### config.mk
export PLATFORM = sky130hd
export DESIGN_NAME = sap_program_counter
export DESIGN_NICKNAME = d
export VERILOG_FILES = /design/src/rtl/sap_program_counter.sv
export SDC_FILE = /design/constraint.sdc
export NUM_CORES = 1
export LEC_CHECK = 0
export CAP_MARGIN = 20
export CELL_PAD_IN_SITES_DETAIL_PLACEMENT = 0
export CELL_PAD_IN_SITES_GLOBAL_PLACEMENT = 2
export CORE_AREA = 2 2 106 108
export CTS_CLUSTER_DIAMETER = 200
export DETAILED_ROUTE_END_ITERATION = 8
export DIE_AREA = 0 0 108 110
export GPL_TIMING_DRIVEN = 0
export PLACE_DENSITY = 0.95
export RECOVER_POWER = 50
export SLEW_MARGIN = 20
export SYNTH_ARGS = -nofsm -noshare
export SYNTH_HDL_FRONTEND = slang
export SYNTH_SLANG_ARGS = --single-unit
### constraint.sdc
create_clock -name clk -period 4.8 [get_ports clk]
set_input_delay 0.96 -clock clk [delete_from_list [all_inputs] [get_ports clk]]
set_output_delay 0.96 -clock clk [all_outputs]
set_load 0.02 [all_outputs]
### src/rtl/sap_program_counter.sv
// SAP2 program counter: increment, staged jump target, CALL/RET stack.
// Sticky fault on stack overflow/underflow; synchronous active-low reset.
module sap_program_counter #(
  parameter int WIDTH       = 16,
  parameter int STACK_DEPTH = 4
) (
  input  logic               clk,
  input  logic               rst_n,
  input  logic               clk_en,
  input  logic [1:0]         i_stage_enable,
  input  logic [WIDTH/2-1:0] i_stage_data,
  input  logic               i_increment,
  input  logic               i_jump,
  input  logic               i_call,
  input  logic               i_ret,
  output logic [WIDTH-1:0]   o_pc,
  output logic [WIDTH-1:0]   o_target,
  output logic               o_stack_empty,
  output logic               o_stack_full,
  output logic               o_fault
);

  localparam int HW  = WIDTH / 2;
  localparam int SPW = $clog2(STACK_DEPTH + 1);
  localparam int IW  = (STACK_DEPTH > 1) ? $clog2(STACK_DEPTH) : 1;

  logic [SPW-1:0]   sp_q;
  logic [SPW-1:0]   sp_d;
  logic [SPW-1:0]   sp_dec;
  logic [IW-1:0]    push_idx;
  logic [IW-1:0]    pop_idx;
  logic [WIDTH-1:0] pc_d;
  logic [WIDTH-1:0] tgt_d;
  logic             fault_d;
  logic             push;
  logic [3:0]       cmd;
  logic [WIDTH-1:0] stack_q [STACK_DEPTH];

  assign o_stack_empty = (sp_q == '0);
  assign o_stack_full  = (sp_q == SPW'(STACK_DEPTH));

  assign sp_dec   = sp_q - SPW'(1);
  assign push_idx = sp_q[IW-1:0];
  assign pop_idx  = sp_dec[IW-1:0];

  // One-hot command after priority masking: ret > call > jump > increment
  assign cmd[3] = i_ret;
  assign cmd[2] = i_call & ~i_ret;
  assign cmd[1] = i_jump & ~i_call & ~i_ret;
  assign cmd[0] = i_increment & ~i_jump & ~i_call & ~i_ret;

  always_comb begin
    pc_d    = o_pc;
    sp_d    = sp_q;
    fault_d = o_fault;
    push    = 1'b0;
    tgt_d   = o_target;
    if (i_stage_enable[0]) tgt_d[HW-1:0]     = i_stage_data;
    if (i_stage_enable[1]) tgt_d[WIDTH-1:HW] = i_stage_data;
    unique case (1'b1)
      cmd[3]: begin
        if (o_stack_empty) begin
          fault_d = 1'b1;
        end else begin
          sp_d = sp_dec;
          pc_d = stack_q[pop_idx];
        end
      end
      cmd[2]: begin
        if (o_stack_full) begin
          fault_d = 1'b1;
        end else begin
          push = 1'b1;
          sp_d = sp_q + SPW'(1);
          pc_d = o_target;
        end
      end
      cmd[1]: pc_d = o_target;
      cmd[0]: pc_d = o_pc + WIDTH'(1);
      default: ;
    endcase
  end

  always_ff @(posedge clk) begin
    if (!rst_n) begin
      o_pc     <= '0;
      o_target <= '0;
      sp_q     <= '0;
      o_fault  <= 1'b0;
    end else if (clk_en) begin
      o_pc     <= pc_d;
      o_target <= tgt_d;
      sp_q     <= sp_d;
      o_fault  <= fault_d;
    end
  end

  // Entry storage carries no reset; only sp defines what is valid
  always_ff @(posedge clk) begin
    if (rst_n && clk_en && push) stack_q[push_idx] <= o_pc;
  end

endmodule

[Word-level counts from Yosys, hierarchy flattened]
Memories as Yosys holds them, arrays and structs flattened.
Cells that the tools add are included.
Operators by class
  add/sub/neg operators: 3
  eq/ne operators: 5
  muxes and demuxes: 13
  bitwise gates (word level): 9
  reductions and logical operators: 10
Operators with widths (count)
  $pmux W16 S4: 1
  $mux W16: 2
  $add A16 B1 Y16 const B: 1
  $reduce_and A4 Y1: 3
  $and A1 B1 Y1: 6
  $mux W1: 6
  $mux W3: 2
  $ne A2 B2 Y1 const B: 3
  $pmux W3 S2: 1
  $reduce_and A2 Y1: 2
  $reduce_bool A4 Y1: 1
  $add A3 B1 Y3 const B: 1
  $eq A3 B3 Y1 const B: 1
  $logic_not A3 Y1: 1
  $not A1 Y1: 3
  $sub A3 B1 Y3 const B: 1
  $logic_and A1 B1 Y1: 2
  $ne A2 B1 Y1 const B: 1
  $pmux W1 S2: 1
  $reduce_bool A2 Y1: 1
Storage, ports and cells
  bits in writable memories: 64
  memories: 1
  bits in registers: 36
  input port bits: 17
  output and inout bits: 35
Memory list
  stack_q: depth 4, width 16, rd ports 1, clocked after memory_dff 0, write ports 1, line 37  | logic [WIDTH-1:0] stack_q [STACK_DEPTH];

[Longest topological paths before layout]
Gate-level depths: netlist of the first run.
  depth after elaboration: 6
  depth in mapped cells: 10
  depth with buffers taken out: 7

[Worst setup path after synthesis of the first run]
No wires, ideal clock.
  path type: reg2reg
  start point: register sp_q[0]
  end point: register o_pc[6]
  cell stages (with the launch flop): 11
  path slack: 2.193 ns
  data arrival time: 2.490 ns
  setup time: 0.117 ns
  data required time: 4.683 ns
  clock period less this slack: 2.607 ns
  path through: dfxtp_1 -> buf_4 -> buf_2 -> inv_1 -> ha_1 -> buf_2 -> clkbuf_1 -> mux4_2 -> a22oi_1 -> o41ai_1 -> a32o_1
Between the ends
  longest elaborated chain between the ends: 4
  elaborated cells on any way between the ends: 9
  classes of those cells: add/sub (1); eq/ne (3); mux (2); reduce/logical (2); memory (1)
Ends and longest elaborated chain
  start: declaration: line 27  | logic [SPW-1:0] sp_q;
  start signal: assignment: line 93  | sp_q <= sp_d;
  $sub A3 B1 Y3: line 42  | assign sp_dec = sp_q - SPW'(1);
  $mem_v2 Z4 W16
  $mux W16: line 62  | if (o_stack_empty) begin
  $pmux W16 S4: line 60  | unique case (1'b1)
  end signal: assignment: line 91  | o_pc <= pc_d;
  end: declaration: line 16  | output logic [WIDTH-1:0] o_pc,
Parallel ways exist; a longest one is shown, timed or not. The select of a mux whose other input is x is not followed.
A chain may end at the register's enable or synchronous reset.

[Worst setup path after layout of the first run]
  start point: register sp_q[0]
  end point: output o_stack_full
Between the ends
  longest elaborated chain between the ends: 1
Ends and longest elaborated chain
  $eq A3 B3 Y1: line 40  | assign o_stack_full = (sp_q == SPW'(STACK_DEPTH));
  end: declaration: line 19  | output logic o_stack_full,
No other way between the ends.

==> results.txt, run 1 <==
----------------------------------------------------
[Run status]
  Outcome ... finished, final reports clean

[Floorplanning]
  I/O pin total ... 52
  Chip Width ... 108 um
  Starting utilization of the core area ... 40.6%
  Number of cell rows ... 38
  Core box area ... 0.0107 mm^2
  Die ar. ... 0.0119 mm^2
  Die H ... 110 um

[Drt]
  Number of search-and-repair iterations in the first detailed-routing pass ... 4
  Total Wirelength ... ~11 mm
  Via count normalized by instance count ... 5.72
  Mean routed wirelength per cell ... between 15 and 20 um
  Starting DRT DRC Count ... 152
  Total number of vias ... 3114
  Number of remaining DRC errors ... 0
  Number of antenna-violating nets in the routed design ... 0

[Logic synthesis]
  Number of enable-type register cells in the synthesized netlist ... 64
  Average cell area after synthesis ... approximately 13 um^2
  Cell count after synthesis ... 340
  Share of flip-flops with an asynchronous set or reset ... 0%
  Total nets after synthesis ... 363
  Top_reg_cell synth ... sky130_fd_sc_hd__edfxtp_1
  Cell area after technology mapping ... 0.00435 mm^2
  Number of warning messages in the yosys log ... 0
  Number of distinct library cells after synthesis ... 51
  Cell types with the largest area share after synthesis ... sky130_fd_sc_hd__edfxtp_1, sky130_fd_sc_hd__dfxtp_1, sky130_fd_sc_hd__mux4_2, sky130_fd_sc_hd__a21oi_1, sky130_fd_sc_hd__nand2_1
  Share of Yosys cell area claimed by the top area cell type ... between 40% and 50%
  Register bit count reported by yosys ... 100
  Dominant cell type by area after synthesis ... sky130_fd_sc_hd__edfxtp_1
  Part of the Yosys area used for sequential elements ... 60.8%

[Worst setup path]
  RR Startpoint ... sp_q[0]
  Worst-path cell with the longest stage delay ... sky130_fd_sc_hd__clkbuf_1
  Cell breakdown of the critical path ... buf_4 > clkbuf_1 > inv_1 > ha_1 > and2_1 > clkdlybuf4s50_1
  Crit path largest cell delay ... 590 ps
  Data arrival time of the critical path ... 2820 ps
  Crit Path Max Fanout ... 10
  Crit path launch ... sp_q[0]
  Worst path required time ... 3840 ps
  Kind of critical path ... reg -> out
  Register-to-Register Path Depth ... 10
  Crit Reg-Reg Endpoint ... o_pc[13]
  Setup slack, reg-to-reg ... 1280 ps
  Category of the worst setup path capture point ... primary output
  Startpoint type of the worst setup path ... register

[Cells and area]
  Ant. Diodes ... 0
  Share of final-layout standard cells stronger than drive strength 1 ... 11.9%
  Post-Layout Inst Area ... 0.00519 mm^2
  Final net count ... 422
  # fillers ... 978
  Area growth, synth to finish ... 19.5%

[Global route]
  Largest net degree at the start of global routing ... 18
  Antenna violations before repair ... 0
  Wire length of the first global-routing pass ... between 15 and 20 mm
  Number of global-route vias before repair ... ~3100
  Remaining global-route overflow ... 0
  Global routing usage summed across all routing layers ... 19.2%

[Min path]
  Hold Crit Start ... o_fault
  Endpoint, Worst Hold ... o_fault
  Cell depth of the worst hold path ... 2
  Path category of the worst min-delay check ... reg -> reg

[Place]
  HPWL reported at the end of detailed placement ... 7.55 mm
  Routability congestion estimate from global placement ... 0.815
  Number of buffers inserted by port buffering ... 48
  Area after DPL ... between 0.005 and 0.006 mm^2

[CTS]
  Quantity of hold-fixing buffers added after cts ... 0
  Post-cts repair resize count ... 0
  TritonCTS clock tree ... built
  CTS H-tree lvls ... 3
  Clock latency on the worst-skew pair ... 360 ps
  Number of buffers inserted during clock tree synthesis ... 9
  Clock sinks ... 100
  Clock root buffer ... sky130_fd_sc_hd__clkbuf_8
  Bufs on Longest Clock Path ... 2
  Clk slew on worst S/H paths ... ~90 ps
  Post-CTS setup buffer count ... 0

[Timing]
  RSZ-0062 raised after global routing ... no
  Final sum of negative setup slack ... 0 ps
  Headroom to the max-slew limit ... 34.9%
  Maximum clock frequency ... 264 MHz
  Hold Vio Cnt, Final ... 0
  Final setup viols ... 0
  Share of the clock period used by the worst path after layout ... 78.8%
  Worst Clk Skew ... 12.3 ps
  Slew @ Worst Pin ... between 900 and 1000 ps
  Max Slew Vio Count ... 0
  Min Tclk post-route ... 3780 ps

[Pwr]
  Static Leakage ... 1.75 nW
  Final total power ... roughly 1.8 mW
  Power per cell area ... between 300 and 400 mW/mm^2
  Worst-case vdd ir drop ... 144 uV

[Flow run]
  Max-cap violation count ... 0

----------------------------------------------------
## cell usage in the layout, fill, tap and decap left out, types with 4 or more instances in the layout
| cell | n |
|---|---|
| sky130_fd_sc_hd__a22oi_1 | 6 |
| sky130_fd_sc_hd__clkbuf_8 | 9 |
| sky130_fd_sc_hd__a22o_1 | 4 |
| sky130_fd_sc_hd__buf_2 | 4 |
| sky130_fd_sc_hd__o21ai_0 | 17 |
| sky130_fd_sc_hd__ha_1 | 6 |
| sky130_fd_sc_hd__nor3b_1 | 4 |
| sky130_fd_sc_hd__clkdlybuf4s50_1 | 29 |
| sky130_fd_sc_hd__dlygate4sd3_1 | 19 |
| sky130_fd_sc_hd__mux4_2 | 16 |
| sky130_fd_sc_hd__and2_1 | 9 |
| sky130_fd_sc_hd__a21oi_1 | 29 |
| sky130_fd_sc_hd__clkbuf_1 | 12 |
| sky130_fd_sc_hd__nand2_1 | 35 |
| sky130_fd_sc_hd__nand3_1 | 22 |
| sky130_fd_sc_hd__inv_1 | 4 |
| sky130_fd_sc_hd__edfxtp_1 | 64 |
| sky130_fd_sc_hd__nor2_1 | 15 |
| sky130_fd_sc_hd__dfxtp_1 | 36 |
## power by group
group | switching, mW | internal (mW) | leakage (nW)
registers | 0.0424 | 0.946 | 0.886
logic | 0.150 | 0.130 | 0.769
clock network | 0.288 | 0.244 | 0.0901
total | 0.480 | 1.32 | 1.75
## worst max-delay path, delay by kind of cell (launching register included)
family	cells	cell delay, ps
AND/OR/NAND/NOR	1	190
adder cells (fa/ha/maj)	1	310
flip-flops	1	380
buffers and inverters	4	1570
## metrics by stage
step                      setup WS (ps)  std cells  hold WS (ps)  utilization (%)
after floorplan                    2190        340           522                -
after global placement             1430        528           440             46.8
after detailed placement           1390        528           438             46.8
after CTS                          1270        544           452             48.6
after global routing                694        544           460             48.6
final                              1020        544           445             48.6
## layout make-up
type	count	area, um^2	share of cell area (%)
multi-input cells	214	1570	30.1
well taps	140	175	3.37
clock inverters	5	62.6	1.20
plain buffers	22	123	2.36
flip-flops and latches	100	2640	50.9
clock buffers	11	131	2.53
inverters	4	15.0	0.289
repair buffers	48	480	9.25
## synth_stat cells, types with 2 or more instances
| master | count |
|---|---|
| sky130_fd_sc_hd__edfxtp_1 | 64 |
| sky130_fd_sc_hd__dfxtp_1 | 36 |
| sky130_fd_sc_hd__nand2_1 | 35 |
| sky130_fd_sc_hd__a21oi_1 | 29 |
| sky130_fd_sc_hd__nand3_1 | 22 |
| sky130_fd_sc_hd__o21ai_0 | 17 |
| sky130_fd_sc_hd__mux4_2 | 16 |
| sky130_fd_sc_hd__nor2_1 | 15 |
| sky130_fd_sc_hd__and2_1 | 9 |
| sky130_fd_sc_hd__clkbuf_1 | 9 |
| sky130_fd_sc_hd__a22oi_1 | 6 |
| sky130_fd_sc_hd__ha_1 | 6 |
| sky130_fd_sc_hd__buf_2 | 5 |
| sky130_fd_sc_hd__a22o_1 | 4 |
| sky130_fd_sc_hd__inv_1 | 4 |
| sky130_fd_sc_hd__nor3b_1 | 4 |
| sky130_fd_sc_hd__a211oi_1 | 3 |
| sky130_fd_sc_hd__a31oi_1 | 3 |
| sky130_fd_sc_hd__a32o_1 | 3 |
| sky130_fd_sc_hd__and3_1 | 3 |
| sky130_fd_sc_hd__and4_1 | 3 |
| sky130_fd_sc_hd__nor3_1 | 3 |
| sky130_fd_sc_hd__o31a_1 | 3 |
| sky130_fd_sc_hd__o41ai_1 | 3 |
| sky130_fd_sc_hd__a221o_1 | 2 |
| sky130_fd_sc_hd__a221oi_1 | 2 |
| sky130_fd_sc_hd__a222oi_1 | 2 |
| sky130_fd_sc_hd__buf_1 | 2 |
| sky130_fd_sc_hd__buf_4 | 2 |
| sky130_fd_sc_hd__buf_6 | 2 |
| sky130_fd_sc_hd__nor2b_1 | 2 |
| sky130_fd_sc_hd__o22ai_1 | 2 |
## state kept, by name (all words and copies together) (netlist names)
signal / cells
sp_q: 3
o_pc: 16
stack_q: 64
o_target: 16
o_fault: 1
## kinds of logic after synthesis
group                      Yosys count  synth area share (%)
DFF                                100                  60.8
and+or+nand+nor                    106                  12.9
adders and majority gates            6                  1.73
buffers and inverters               26                  3.19
muxes                               16                  8.29
AOI/OAI and AO/OA                   84                  12.7
xor gates and xnor gates             2                 0.403
## how the worst max path moves through the flow
stage	endpoint	slack, ps	depth (start not counted)
6_report	o_stack_full	1020	6
5_1_grt	o_stack_full	690	6
4_1_cts	o_stack_full	1270	6
3_5_place_dp	stack_q[1][12]	1390	5
3_3_place_gp	stack_q[0][12]	1430	5
2_1_floorplan	o_pc[6]	2190	10
## routing by layer
layer | track usage, % | share of wire, %
met1 | 25.6 | 44
met2 | 31.4 | 48
met3 | 4.00 | 5.9
met4 | 6.87 | 2.0
met5 | 0 | 0
(Power assumes the default switching activity.)
==> run 2: changes to the inputs <==
--- a/config.mk
+++ b/config.mk
@@ -8,12 +8,12 @@
 export CAP_MARGIN = 20
 export CELL_PAD_IN_SITES_DETAIL_PLACEMENT = 0
 export CELL_PAD_IN_SITES_GLOBAL_PLACEMENT = 2
-export CORE_AREA = 2 2 106 108
+export CORE_AREA = 2 2 117 119
 export CTS_CLUSTER_DIAMETER = 200
 export DETAILED_ROUTE_END_ITERATION = 8
-export DIE_AREA = 0 0 108 110
+export DIE_AREA = 0 0 119 121
 export GPL_TIMING_DRIVEN = 0
-export PLACE_DENSITY = 0.95
+export PLACE_DENSITY = 0.84
 export RECOVER_POWER = 50
 export SLEW_MARGIN = 20
 export SYNTH_ARGS = -nofsm -noshare
==> constraint.sdc (replaced) <==
create_clock -name clk -period 3.1 [get_ports clk]
set_input_delay 0.62 -clock clk [delete_from_list [all_inputs] [get_ports clk]]
set_output_delay 0.62 -clock clk [all_outputs]
set_load 0.02 [all_outputs]
==> run 2 against run 1 <==
Effect of this change:
- routed wire length up 4.3%
- via count down 1.4%
- sequential power up 55%
- global-route usage down 2.8 points
- critical path type unchanged
- non-clock buffer count down 1
- highest routed layer unchanged
==> results.txt, run 2 (synthesis gave the netlist of run 1 again) <==
----------------------------------------------------
[Timing]
  Min Tclk post-route ... between 2000 and 3000 ps
  Slew @ Worst Pin ... 958 ps
  Maximum clock frequency ... 347 MHz
  Share of the clock period used by the worst path after layout ... between 90% and 100%
  RSZ-0062 raised after global routing ... no
  Headroom to the max-slew limit ... between 30% and 40%
  Hold Vio Cnt, Final ... 0
  Final setup viols ... 0
  Worst Clk Skew ... between 7 and 8 ps
  Worst setup margin ... 218 ps
  Final sum of negative setup slack ... 0 ps
  Max Slew Vio Count ... 0
  Worst hold slack ... 441 ps

[Worst setup path]
  Worst-path cell with the longest stage delay ... sky130_fd_sc_hd__clkdlybuf4s50_1
  Cell breakdown of the critical path ... buf_6 > buf_6 > inv_1 > ha_1 > and2_1 > clkdlybuf4s50_1
  Crit Path Max Fanout ... 10
  Crit path largest cell delay ... 540 ps
  Most common cell on crit path ... sky130_fd_sc_hd__buf_6
  Setup slack, reg-to-reg ... 320 ps
  Worst path required time ... approximately 2500 ps
  Kind of critical path ... reg -> out
  Startpoint type of the worst setup path ... register
  Category of the worst setup path capture point ... primary output
  Data arrival time of the critical path ... 2260 ps

[Floorplanning]
  I/O pin total ... 52
  Die ar. ... 0.0144 mm^2
  Starting utilization of the core area ... 33.2%
  Chip Width ... 119 um
  Core box area ... 0.0131 mm^2
  Die H ... 121 um
  Number of cell rows ... 42

[Global route]
  Largest net degree at the start of global routing ... 20
  Global routing usage summed across all routing layers ... 16.4%
  Antenna violations before repair ... 0
  Number of global-route vias before repair ... between 3000 and 4000
  Wire length of the first global-routing pass ... 17.7 mm
  Remaining global-route overflow ... 0

[Pwr]
  Int Pwr ... 2.30 mW
  Combinational Power Share ... 14.1%
  Switching fraction of total power ... 25.5%
  Part of the total power dissipated in the clock network ... 36.3%
  Power per cell area ... 577 mW/mm^2
  Static Leakage ... 1.81 nW
  Net Switching ... between 0.7 and 0.8 mW
  Sequential cell fraction of total power ... 49.6%
  Worst-case vdd ir drop ... 349 uV

[Drt]
  Total number of vias ... 3069
  Via count normalized by instance count ... roughly 5.3
  Number of search-and-repair iterations in the first detailed-routing pass ... 5
  Number of antenna-violating nets in the routed design ... 0
  Mean routed wirelength per cell ... 19.3 um
  Total Wirelength ... about 11 mm
  Starting DRT DRC Count ... 230
  Number of remaining DRC errors ... 0

[Place]
  Pre-CTS setup slack ... -252 ps
  Placed Cells ... 564
  HPWL reported at the end of detailed placement ... 7.80 mm
  Routability congestion estimate from global placement ... between 0.8 and 0.9
  Number of buffers inserted by port buffering ... 48

[CTS]
  Clock latency on the worst-skew pair ... around 340 ps
  Clock root buffer ... sky130_fd_sc_hd__clkbuf_16
  Bufs on Longest Clock Path ... 2
  Clock sinks ... 100
  Number of buffers inserted during clock tree synthesis ... 9
  Quantity of hold-fixing buffers added after cts ... 0
  CTS H-tree lvls ... 3
  Clk slew on worst S/H paths ... 70 ps
  TritonCTS clock tree ... built
  Post-CTS setup buffer count ... 0

[Cells and area]
  Area growth, synth to finish ... 23.0%
  Share of final-layout standard cells stronger than drive strength 1 ... 12.4%
  Register containing the most flip-flops in the final layout ... stack_q
  Largest register FFs ... 64
  # fillers ... approximately 1200
  Most frequent cells in the layout ... sky130_fd_sc_hd__edfxtp_1, sky130_fd_sc_hd__dfxtp_1, sky130_fd_sc_hd__nand2_1
  Finished Layout Cells ... 579
  Leading cell type in the layout, fill and taps excluded ... sky130_fd_sc_hd__edfxtp_1
  Final net count ... 421
  Ant. Diodes ... 0
  Top flop regs ... stack_q: 64 flops, o_pc: 16 flops, o_target: 16 flops

[Min path]
  Path category of the worst min-delay check ... reg -> reg

[Flow run]
  Max-cap violation count ... 0

[Run status]
  Outcome ... finished, final reports clean

----------------------------------------------------
run 2: power groups by stage:
stage / clock, mW / combinational [mW] / sequential (mW)
after floorplan: 0 / 0.250 / 1.57
after global placement: 0 / 0.441 / 1.56
after detailed placement: 0 / 0.447 / 1.56
after CTS: 1.14 / 0.445 / 1.53
after global routing: 1.19 / 0.474 / 1.54
final: 1.12 / 0.435 / 1.53
run 2: per-layer routing:
| metal | up-vias | part of all wire (%) | GRT usage [%] |
|---|---|---|---|
| met5 | - | 0 | 0 |
| met3 | 11 | 6.6 | 4.18 |
| met4 | 0 | 1.6 | 5.28 |
| met2 | 105 | 47 | 26.8 |
| met1 | 1522 | 45 | 21.5 |
| li1 | 1431 | - | - |
run 2: through the flow:
| stage | cell area, um^2 | util [%] | total power, mW |
|---|---|---|---|
| after global placement | 5050 | 38.6 | 2.00 |
| after detailed placement | 5050 | 38.6 | 2.01 |
| final | 5350 | 40.9 | 3.09 |
| after floorplan | 4350 | - | 1.82 |
| after global routing | 5350 | 40.9 | 3.20 |
| after CTS | 5340 | 40.8 | 3.11 |
run 2: what timing repair did:
action / in CTS / in global routing
cloned: 0 / 0
endpoints found under the setup margin: 41 / 67
resized for setup: 1 / 3
run 2: final timing paths:
| path | startpoint | depth (start not counted) | end |
|---|---|---|---|
| setup / recovery | sp_q[0] | 6 | o_stack_full |
| hold / removal | o_fault | 2 | o_fault |
| setup reg to reg | sp_q[0] | 7 | stack_q[0][12] |
| hold reg to reg | o_fault | 2 | o_fault |
run 2: area by class of cell:
class / instances / area (um^2) / share of cell area, %
Sequential cell: 100 / 2640 / 49.4
Multi-Input combinational cell: 214 / 1570 / 29.3
Timing Repair Buffer: 48 / 480 / 8.98
Clock buffer: 11 / 233 / 4.35
Tap cell: 176 / 220 / 4.12
Buffer: 21 / 130 / 2.43
Clock inverter: 5 / 60.1 / 1.12
Inverter: 4 / 15.0 / 0.281
run 2: worst max-delay path: cells and delay by family (launching register included):
kind	cells	cell delay, ps
adders and majority gates	1	270
buffers and inverters	4	1070
DFF	1	390
and+or+nand+nor	1	190
